$ cat src/rtl/sound_pkg.sv
// Shared audio definitions: sound code constants, the request-queue FSM
// state type, and the event priority encoder. Also imported by the game
// FSM and the sound player so all three agree on code values.
package sound_pkg;

    localparam logic [2:0] SND_NONE     = 3'd0;
    localparam logic [2:0] SND_SELECT   = 3'd1;
    localparam logic [2:0] SND_DESELECT = 3'd2;
    localparam logic [2:0] SND_MOVE     = 3'd3;
    localparam logic [2:0] SND_CAPTURE  = 3'd4;
    localparam logic [2:0] SND_ILLEGAL  = 3'd5;
    localparam logic [2:0] SND_PROMOTE  = 3'd6;
    localparam logic [2:0] SND_GAMEOVER = 3'd7;

    typedef enum logic [2:0] {
        ST_IDLE,
        ST_ISSUE,
        ST_WAIT_ACK,
        ST_WAIT_DONE,
        ST_GAP
    } snd_state_t;

    // Highest set event bit wins; bit i maps to code i+1, no bit -> SND_NONE.
    function automatic logic [2:0] snd_priority(input logic [6:0] ev);
        logic [2:0] code;
        code = SND_NONE;
        for (int i = 0; i < 7; i++) begin
            if (ev[i]) begin
                code = 3'(i + 1);
            end
        end
        return code;
    endfunction

endpackage

$ cat src/rtl/sound_fifo.sv
// Small synchronous FIFO of 3-bit sound codes.
//   clk, rst      : clock, synchronous active-high reset
//   push_i        : write data_i at the tail (accepted if not full, or if
//                   a pop happens in the same cycle)
//   pop_i         : drop the head entry (ignored when empty)
//   ovr_i         : overwrite the newest entry with data_i (used when full)
//   flush_i       : empty the FIFO; wins over every other request
//   data_o        : current head entry (valid when !empty_o)
//   count_o/full_o/empty_o : occupancy status
module sound_fifo #(
    parameter int DEPTH = 4
) (
    input  logic                       clk,
    input  logic                       rst,
    input  logic                       push_i,
    input  logic                       pop_i,
    input  logic                       ovr_i,
    input  logic                       flush_i,
    input  logic [2:0]                 data_i,
    output logic [2:0]                 data_o,
    output logic [$clog2(DEPTH):0]     count_o,
    output logic                       full_o,
    output logic                       empty_o
);
    localparam int AW = $clog2(DEPTH);

    logic [2:0]    mem [DEPTH];
    logic [AW-1:0] wr_ptr_q, wr_ptr_d;
    logic [AW-1:0] rd_ptr_q, rd_ptr_d;
    logic [AW:0]   count_q, count_d;
    logic          do_push, do_pop, do_ovr;
    logic [AW-1:0] tail_ptr;

    assign empty_o  = (count_q == '0);
    assign full_o   = (count_q == (AW+1)'(DEPTH));
    assign count_o  = count_q;
    // Head is read combinationally so the FSM can latch it in the same
    // cycle it decides to pop; the array is only a few entries deep.
    assign data_o   = mem[rd_ptr_q];
    // Pointers wrap naturally because DEPTH is a power of two.
    assign tail_ptr = wr_ptr_q - AW'(1);

    assign do_pop  = pop_i && !empty_o;
    assign do_push = push_i && (!full_o || do_pop);
    assign do_ovr  = ovr_i && full_o && !do_pop && !do_push;

    always_comb begin
        wr_ptr_d = wr_ptr_q;
        rd_ptr_d = rd_ptr_q;
        count_d  = count_q;
        if (flush_i) begin
            wr_ptr_d = '0;
            rd_ptr_d = '0;
            count_d  = '0;
        end else begin
            if (do_push) begin
                wr_ptr_d = wr_ptr_q + AW'(1);
            end
            if (do_pop) begin
                rd_ptr_d = rd_ptr_q + AW'(1);
            end
            if (do_push && !do_pop) begin
                count_d = count_q + (AW+1)'(1);
            end else if (do_pop && !do_push) begin
                count_d = count_q - (AW+1)'(1);
            end
        end
    end

    always_ff @(posedge clk) begin
        if (rst) begin
            wr_ptr_q <= '0;
            rd_ptr_q <= '0;
            count_q  <= '0;
        end else begin
            wr_ptr_q <= wr_ptr_d;
            rd_ptr_q <= rd_ptr_d;
            count_q  <= count_d;
        end
    end

    // Storage has no reset; stale contents are unreachable once pointers clear.
    always_ff @(posedge clk) begin
        if (!flush_i) begin
            if (do_push) begin
                mem[wr_ptr_q] <= data_i;
            end else if (do_ovr) begin
                mem[tail_ptr] <= data_i;
            end
        end
    end

endmodule

$ cat src/rtl/sound_request_queue.sv
// Queues one-cycle sound events from the game logic and hands them to the
// sound player one at a time, waiting for the player's busy flag to rise
// and fall, then a quiet gap, before the next request.
//   clk, rst   : 100 MHz clock, synchronous active-high reset
//   ev         : event pulses, bit i-1 requests sound code i
//   mute       : level; flush queue and ignore events
//   start      : player busy flag
//   sound_code : code presented to the player (held until next request)
//   play_sound : one-cycle request pulse
//   busy       : FSM active or queue non-empty
//   q_count    : queue occupancy
//   dropped    : one-cycle pulse when an event is lost to a full queue
module sound_request_queue
    import sound_pkg::*;
#(
    parameter int DEPTH       = 4,
    parameter int GAP_CYCLES  = 1000000,
    parameter int ACK_TIMEOUT = 16
) (
    input  logic                     clk,
    input  logic                     rst,
    input  logic [6:0]               ev,
    input  logic                     mute,
    input  logic                     start,
    output logic [2:0]               sound_code,
    output logic                     play_sound,
    output logic                     busy,
    output logic [$clog2(DEPTH):0]   q_count,
    output logic                     dropped
);
    localparam int CNT_MAX = (GAP_CYCLES > ACK_TIMEOUT) ? GAP_CYCLES : ACK_TIMEOUT;
    localparam int CW      = $clog2(CNT_MAX + 1);

    snd_state_t state_q;
    logic [CW-1:0] cnt_q;
    logic [2:0]    code_q;
    logic          play_q;
    logic          dropped_q;

    logic [2:0] cand;
    logic [2:0] head;
    logic       fifo_full, fifo_empty;
    logic       pop, push, ovr, dropped_d;

    assign cand = snd_priority(ev);

    // The head is taken in the IDLE cycle that launches a request, so the
    // latched code and the play pulse appear together in ISSUE.
    assign pop       = (state_q == ST_IDLE) && !fifo_empty && !mute;
    assign push      = !mute && (cand != SND_NONE) && (!fifo_full || pop);
    assign ovr       = !mute && (cand == SND_GAMEOVER) && fifo_full && !pop;
    assign dropped_d = !mute && (cand != SND_NONE) && (cand != SND_GAMEOVER)
                       && fifo_full && !pop;

    sound_fifo #(
        .DEPTH(DEPTH)
    ) u_fifo (
        .clk     (clk),
        .rst     (rst),
        .push_i  (push),
        .pop_i   (pop),
        .ovr_i   (ovr),
        .flush_i (mute),
        .data_i  (cand),
        .data_o  (head),
        .count_o (q_count),
        .full_o  (fifo_full),
        .empty_o (fifo_empty)
    );

    always_ff @(posedge clk) begin
        if (rst) begin
            state_q   <= ST_IDLE;
            cnt_q     <= '0;
            code_q    <= SND_NONE;
            play_q    <= 1'b0;
            dropped_q <= 1'b0;
        end else begin
            dropped_q <= dropped_d;
            play_q    <= 1'b0;
            case (state_q)
                ST_IDLE: begin
                    if (pop) begin
                        state_q <= ST_ISSUE;
                        code_q  <= head;
                        play_q  <= 1'b1;
                        cnt_q   <= '0;
                    end
                end
                ST_ISSUE: begin
                    // The ISSUE cycle counts toward the acknowledge timeout.
                    state_q <= ST_WAIT_ACK;
                    cnt_q   <= cnt_q + CW'(1);
                end
                ST_WAIT_ACK: begin
                    if (start) begin
                        state_q <= ST_WAIT_DONE;
                        cnt_q   <= '0;
                    end else if (cnt_q >= CW'(ACK_TIMEOUT - 1)) begin
                        // Entry is abandoned, not retried.
                        state_q <= ST_GAP;
                        cnt_q   <= CW'(1);
                    end else begin
                        cnt_q <= cnt_q + CW'(1);
                    end
                end
                ST_WAIT_DONE: begin
                    if (!start) begin
                        state_q <= ST_GAP;
                        cnt_q   <= CW'(1);
                    end
                end
                ST_GAP: begin
                    // Counter enters at 1: the transition cycle is already a
                    // quiet cycle, so the gap totals GAP_CYCLES clocks.
                    if (cnt_q >= CW'(GAP_CYCLES - 1)) begin
                        state_q <= ST_IDLE;
                        cnt_q   <= '0;
                    end else begin
                        cnt_q <= cnt_q + CW'(1);
                    end
                end
                default: begin
                    state_q <= ST_IDLE;
                    cnt_q   <= '0;
                end
            endcase
        end
    end

    assign sound_code = code_q;
    assign play_sound = play_q;
    assign dropped    = dropped_q;
    assign busy       = (state_q != ST_IDLE) || !fifo_empty;

endmodule

$ cat config.mk
export PLATFORM = sky130hd
export DESIGN_NAME = sound_request_queue
export DESIGN_NICKNAME = d
export VERILOG_FILES = /design/src/rtl/sound_pkg.sv /design/src/rtl/sound_fifo.sv /design/src/rtl/sound_request_queue.sv
export SDC_FILE = /design/constraint.sdc
export NUM_CORES = 1
export LEC_CHECK = 0
export CORE_MARGIN = 10
export CORE_UTILIZATION = 49
export CTS_CLUSTER_DIAMETER = 40
export DETAILED_ROUTE_END_ITERATION = 8
export PLACE_DENSITY = 0.68
export SLEW_MARGIN = 10
export SYNTH_ARGS = -nofsm -noshare
export SYNTH_HDL_FRONTEND = slang
export SYNTH_SLANG_ARGS = --single-unit
$ cat constraint.sdc
create_clock -name clk -period 4.7 [get_ports clk]
set_input_delay 0.94 -clock clk [delete_from_list [all_inputs] [get_ports clk]]
set_output_delay 0.94 -clock clk [all_outputs]
set_load 0.01 [all_outputs]
==> run_results.csv, run 1 <==
group,metric,value,unit
timing,finalSetupViolCount,0,
clock_network,h-tree-depth,2,
clock_network,clock_latency,0.30,ns
floorplan,start_util,0.505,
grt,first_global_vias,1744,
routing,wl_met2,2010,um
setup_path,required,4.93,ns
finish,layout-drive-gt1-share,0.0926,
timing,finalCritPeriodShare,0.686,
logic_synthesis,synth_edf_count,12,
timing,finalHoldViolCount,0,
routing,vias,1802,
timing,layout_setup_ws,1.47,ns
floorplan,fp.dieH,89.5,um
clock_network,cts_resized,0,
clock_network,clk_path_buf_depth,2,
finish,stdcell_count,324,
clock_network,path_clk_slew,0.09,ns
routing,wl_met1,2390,um
setup_path,max_stage_delay,0.43,ns
setup_path,reg2reg_slack,2.02,ns
logic_synthesis,syn_nets,264,
clock_network,post_cts_buffers,0,
routing,vias_per_cell,5.56,
setup_path,cp_max_fo,5,
logic_synthesis,synth_ff_type,"dfxtp_1",
timing,worst_hold_slack,0.502,ns
finish,fin_util,0.569,
routing,wirelength,4690,um
clock_network,cts_root_buffer,"clkbuf_8",
logic_synthesis,yosysTopAreaCell,"dfxtp_1",
routing,drt_first_pass_iters,4,
routing,first_iter_violations,121,
placement,dpl_worst_slack,1.17,ns
logic_synthesis,synthTopCellsByArea,"dfxtp_1, edfxtp_1, nor2_1",
grt,antenna_found_initial,0,
setup_path,critPathSlowestCell,"clkdlybuf4s50_1",
timing,fmax,310,MHz
clock_network,postCtsHoldBufs,0,
grt,track_usage,0.129,
placement,placed_area,2580,um2
clock_network,clock-sinks,47,
min_path,hold_path.class,"reg2reg",
logic_synthesis,synth_top_area_frac,0.296,
power_and_ir_drop,fin_total_pwr,0.806,mW
routing,highest_layer,"met4",
finish,area_delta_synth_final,12.7,%
timing,rsz0062_at_grt,"false",
placement,dp_hpwl,3500,um
logic_synthesis,synth_warnings,0,
routing,route.detailed.drc,0,
finish,fin_nets,283,
setup_path,crit_type,"in2reg",
setup_path,crit_chain,"clkdlybuf4s50_1 -> nand2b_1 -> a21oi_1 -> o21bai_1 -> a211oi_2 -> ha_1 -> inv_1 -> fa_1 -> xor2_1 -> or3_1 -> a21oi_1",
clock_network,cts_tree,"yes",
timing,final.setup.tns,0,ns
floorplan,io_pins,20,
floorplan,coreArea,4690,um2
setup_path,arrival,3.46,ns
placement,gp_congestion,0.811,
logic_synthesis,syn_avg_cell_area,9.48,um2
logic_synthesis,ys_ff_latch,47,
grt,grt_max_degree,15,
power_and_ir_drop,power_density,302,nW/um2
timing,finalCriticalPeriod,3.23,ns
logic_synthesis,seq_area_frac_synth,0.448,
logic_synthesis,syn_area,2370,um2
placement,dp.cells,316,
finish,final_cell_area,2670,um2
finish,diodes,0,
clock_network,cts_buffers,5,
status,status,"finished, final reports clean",
grt,overflow,0,
routing,ant_nets,0,
floorplan,rows,25,
logic_synthesis,async_flop_share,0,
logic_synthesis,netlist_instances,250,
routing,wl_per_cell,14.5,um
grt,grt_pass1_wl,8180,um
setup_path,end_kind,"flip-flop",
job,cap_violations,0,
floorplan,dieArea,8020,um2
power_and_ir_drop,p_leak,0.897,nW
power_and_ir_drop,ir_worst_vdd,0.180,mV
finish,nFillCells,439,
setup_path,startpoint_type,"input port",
placement,portBuffers,19,
timing,tightest_slew,0.613,ns
timing,finClkSkew,0.00569,ns
timing,slew_violations,0,
routing,wl_met3,212,um
timing,max-slew-margin-rel,0.590,
setup_path,cpMostUsedCell,"a21oi_1",
floorplan,die_x,89.5,um
logic_synthesis,ys_types,52,
## Yosys cell counts (all sizes together), types with 3 or more instances
library cell and n:
mux2i 6, buf 3, nor2 46, nand4 6, nor4 3, and2 4, or4 3, clkbuf 4
nand2 24, o21ai 6, edfxtp 12, xor2 5, dfxtp 35, or3 3, xnor2 12, mux4 3
a211oi 3, nor3 13, inv 9, nand3 8, nand2b 4, a22oi 3, a21oi 7
## report_power, final
group | switching (mW) | internal (mW)
Sequential | 0.0128 | 0.426
Combinational | 0.0713 | 0.0577
Clock | 0.134 | 0.104
## path summary, 6_finish.rpt
kind,depth (start not counted),start,endpoint
worst max register to register,9,state_q[0]$_SDFFE_PP0P_,u_fifo.count_o[2]$_SDFFE_PP0P_
worst max-delay path,11,ev[1],u_fifo.count_o[2]$_SDFFE_PP0P_
worst min-delay path,2,sound_code[2]$_SDFFE_PP0P_,sound_code[2]$_SDFFE_PP0P_
worst min register to register,2,sound_code[2]$_SDFFE_PP0P_,sound_code[2]$_SDFFE_PP0P_
## metal layers
metal  vias to the layer above  global-route usage
met4                         0              0.0434
met3                         7              0.0419
li1                        922                   -
met2                        24               0.185
met1                       849               0.176
met5                         -                   0
## flip-flops by register name (all words and copies together) (netlist names)
| register | flops |
|---|---|
| state_q | 3 |
| cnt_q | 20 |
| play_sound | 1 |
| u_fifo.rd_ptr_q | 2 |
| u_fifo.wr_ptr_q | 2 |
| sound_code | 3 |
| u_fifo.count_o | 3 |
| dropped | 1 |
| u_fifo.mem | 12 |
## critical path: cells and delay by family
| kind | cells | cell delay, ns |
|---|---|---|
| fa+ha+maj | 2 | 0.63 |
| compound gates | 4 | 0.77 |
| buf+inv | 2 | 0.49 |
| simple gates | 2 | 0.47 |
| xor+xnor | 1 | 0.16 |
## cell families after synthesis
| logic type | count (synthesis) | share of synthesized area |
|---|---|---|
| flops | 47 | 0.448 |
| xor+xnor | 17 | 0.0628 |
| simple gates | 125 | 0.273 |
| fa+ha+maj | 3 | 0.0190 |
| mux | 10 | 0.0586 |
| buf+inv | 16 | 0.0322 |
| compound gates | 32 | 0.106 |
## placed cells by master, fill, tap and decap left out, drive strengths merged, types with 2 or more instances in the layout
cell type and instances:
a21oi 7, nor2 46, and2 4, a22oi 3, nor4 3, and3 2
nor4b 2, o21bai 2, nor2b 2, clkdlybuf4s50 19, nand2b 4, mux2i 6
or3 3, xnor2 12, nor3 13, nand3 8, xor2 5, and4b 2
mux4 3, o21ai 6, clkbuf 6, ha 2, nand2 24, nand4 6
dfxtp 35, edfxtp 12, or4 3, o21a 2, inv 9, a211oi 3
## layout make-up
cell class                 count  area, um2  area share
timing repair buffer          19        190      0.0712
clock inverter                 2       12.5     0.00469
tap                           54       67.6      0.0253
clock buffer                   6       72.6      0.0272
inverter                       9       33.8      0.0127
multi-input combinational    187       1230       0.462
sequential                    47       1060       0.397
Note: power is estimated with default switching activity, not from simulation.
==> run 2, diff against run 1 <==
--- a/config.mk
+++ b/config.mk
@@ -9,7 +9,7 @@
 export CORE_UTILIZATION = 49
 export CTS_CLUSTER_DIAMETER = 40
 export DETAILED_ROUTE_END_ITERATION = 8
-export PLACE_DENSITY = 0.68
+export PLACE_DENSITY = 0.71
 export SLEW_MARGIN = 10
 export SYNTH_ARGS = -nofsm -noshare
 export SYNTH_HDL_FRONTEND = slang
==> constraint.sdc (replaced) <==
create_clock -name clk -period 2.82 [get_ports clk]
set_input_delay 0.564 -clock clk [delete_from_list [all_inputs] [get_ports clk]]
set_output_delay 0.564 -clock clk [all_outputs]
set_load 0.01 [all_outputs]
==> run 2 against run 1 <==
Clock skew fell by 0.0020 ns. Sequential power rose by 67%. Core utilization rose by 3.3 points. Critical path depth did not move. Flip-flop and latch count did not move. First-iteration DRC count rose by 12%. Via count rose by 1.1%. Worst hold slack improved by 0.0063 ns. Power rose by 93%. Final area rose by 5.9%. Combinational power rose by 84%. Critical path type unchanged. Largest cell class unchanged.
==> run_results.csv, run 2 (same netlist as run 1, synthesis figures left out) <==
group,metric,value,unit
clock_network,post_cts_buffers,0,
clock_network,clock-sinks,47,
floorplan,fp.dieH,89.5,um
timing,layout_setup_ws,0.214,ns
timing,tightest_slew,0.580,ns
grt,track_usage,0.132,
job,cap_violations,0,
placement,portBuffers,19,
min_path,hold_path.class,"reg2reg",
timing,finalCritPeriodShare,0.924,
setup_path,arrival,2.85,ns
grt,antenna_found_initial,0,
grt,grt_max_degree,16,
routing,drt_first_pass_iters,4,
grt,overflow,0,
setup_path,cp_max_fo,2,
placement,dp.cells,330,
routing,route.detailed.drc,0,
power_and_ir_drop,ir_worst_vdd,0.363,mV
finish,regMostFlops,"cnt_q",
placement,dp_hpwl,3710,um
clock_network,cts_resized,0,
finish,mostFrequentLayoutCells,"nor2_1, dfxtp_1, nand2_1, clkdlybuf4s50_1, buf_4",
clock_network,postCtsHoldBufs,0,
timing,slew_violations,0,
routing,vias,1822,
setup_path,required,3.06,ns
timing,final.setup.tns,0,ns
clock_network,cts_buffers,5,
finish,layout_commonest_cell,"nor2_1",
power_and_ir_drop,power_density,551,nW/um2
clock_network,path_clk_slew,0.09,ns
clock_network,cts_root_buffer,"clkbuf_8",
floorplan,io_pins,20,
power_and_ir_drop,fin_total_pwr,1.56,mW
timing,finClkSkew,0.00370,ns
floorplan,dieArea,8020,um2
clock_network,clk_path_buf_depth,2,
setup_path,ff2ff_path_depth,9,
routing,wirelength,4910,um
timing,max-slew-margin-rel,0.613,
clock_network,h-tree-depth,2,
finish,largest_reg_flops,20,
floorplan,coreArea,4690,um2
finish,fin_nets,297,
routing,wl_per_cell,14.5,um
setup_path,startpoint_type,"input port",
timing,fmax,384,MHz
timing,finalSetupViolCount,0,
clock_network,clock_latency,0.30,ns
finish,stdcell_count,338,
placement,dpl_worst_slack,-0.0940,ns
clock_network,cts_tree,"yes",
setup_path,crit_type,"in2reg",
floorplan,rows,25,
power_and_ir_drop,p_leak,0.989,nW
floorplan,die_x,89.5,um
grt,grt_pass1_wl,8350,um
timing,finalCriticalPeriod,2.61,ns
routing,ant_nets,0,
timing,rsz0062_at_grt,"false",
finish,nFillCells,418,
min_path,hold_path_depth,2,
finish,largest_registers,"cnt_q (20), u_fifo.mem (12)",
finish,layout-drive-gt1-share,0.141,
timing,finalHoldViolCount,0,
grt,first_global_vias,1774,
timing,worst_hold_slack,0.508,ns
finish,diodes,0,
floorplan,start_util,0.505,
placement,gp_congestion,0.765,
setup_path,end_kind,"flip-flop",
routing,vias_per_cell,5.39,
status,status,"finished, final reports clean",
finish,area_delta_synth_final,19.3,%
routing,first_iter_violations,135,
==> run 2: cell types whose count changed in the layout (fill, tap and decap cells not counted), sizes merged <==
cell    change
clkinv      -1
clkbuf      -1
bufinv      +2
buf        +14
==> run 2: through the flow <==
stage	util	cell area (um2)
after CTS	0.602	2830
after global routing	0.602	2830
final	0.602	2830
after detailed placement	0.573	2690
after global placement	0.573	2690
after floorplan	-	2370
==> run 2: path summary, 6_finish.rpt <==
| check | startpoint | to | slack (ns) |
|---|---|---|---|
| worst max register to register | state_q[0]$_SDFFE_PP0P_ | u_fifo.count_o[2]$_SDFFE_PP0P_ | 0.30 |
| worst min-delay path | sound_code[1]$_SDFFE_PP0P_ | sound_code[1]$_SDFFE_PP0P_ | 0.51 |
| worst min register to register | sound_code[1]$_SDFFE_PP0P_ | sound_code[1]$_SDFFE_PP0P_ | 0.51 |
| worst max-delay path | ev[1] | u_fifo.count_o[2]$_SDFFE_PP0P_ | 0.21 |
==> run 2: power breakdown <==
part	switching, mW	total [mW]	internal (mW)	leakage (nW)
logic	0.125	0.238	0.113	0.534
registers	0.0209	0.731	0.710	0.390
clock network	0.236	0.589	0.353	0.0644
==> run 2: worst max-delay path, stage by stage <==
cell             delay [ns]
clkdlybuf4s50_1        0.41
nand2b_1               0.14
a21oi_1                0.14
o21bai_1               0.10
a211oi_2               0.23
ha_1                   0.21
inv_1                  0.05
fa_1                   0.37
xor2_1                 0.16
or3_1                  0.31
a21oi_1                0.14
==> run 2: routing by layer <==
metal | GRT usage | up-vias | part of all wire
met5 | 0 | - | 0
met4 | 0.0491 | 0 | 0.015
met3 | 0.0346 | 8 | 0.053
met2 | 0.191 | 28 | 0.44
met1 | 0.183 | 839 | 0.49
li1 | - | 947 | -
==> run 2: area by class of cell <==
cell class | count | area, um2 | area share
multi-input cells | 187 | 1230 | 0.436
flip-flops and latches | 47 | 1060 | 0.375
repair buffers | 33 | 295 | 0.104
clock buffers | 5 | 68.8 | 0.0243
clock inverters | 3 | 67.6 | 0.0239
well taps | 54 | 67.6 | 0.0239
inverters | 9 | 33.8 | 0.0120
==> run 3, diff against run 2 <==
--- a/config.mk
+++ b/config.mk
@@ -10,6 +10,7 @@
 export CTS_CLUSTER_DIAMETER = 40
 export DETAILED_ROUTE_END_ITERATION = 8
 export PLACE_DENSITY = 0.71
+export SKIP_LAST_GASP = 1
 export SLEW_MARGIN = 10
 export SYNTH_ARGS = -nofsm -noshare
 export SYNTH_HDL_FRONTEND = slang
==> results of run 3 <==
No change in the layout: final DEF, timing and power equal those of run 2.
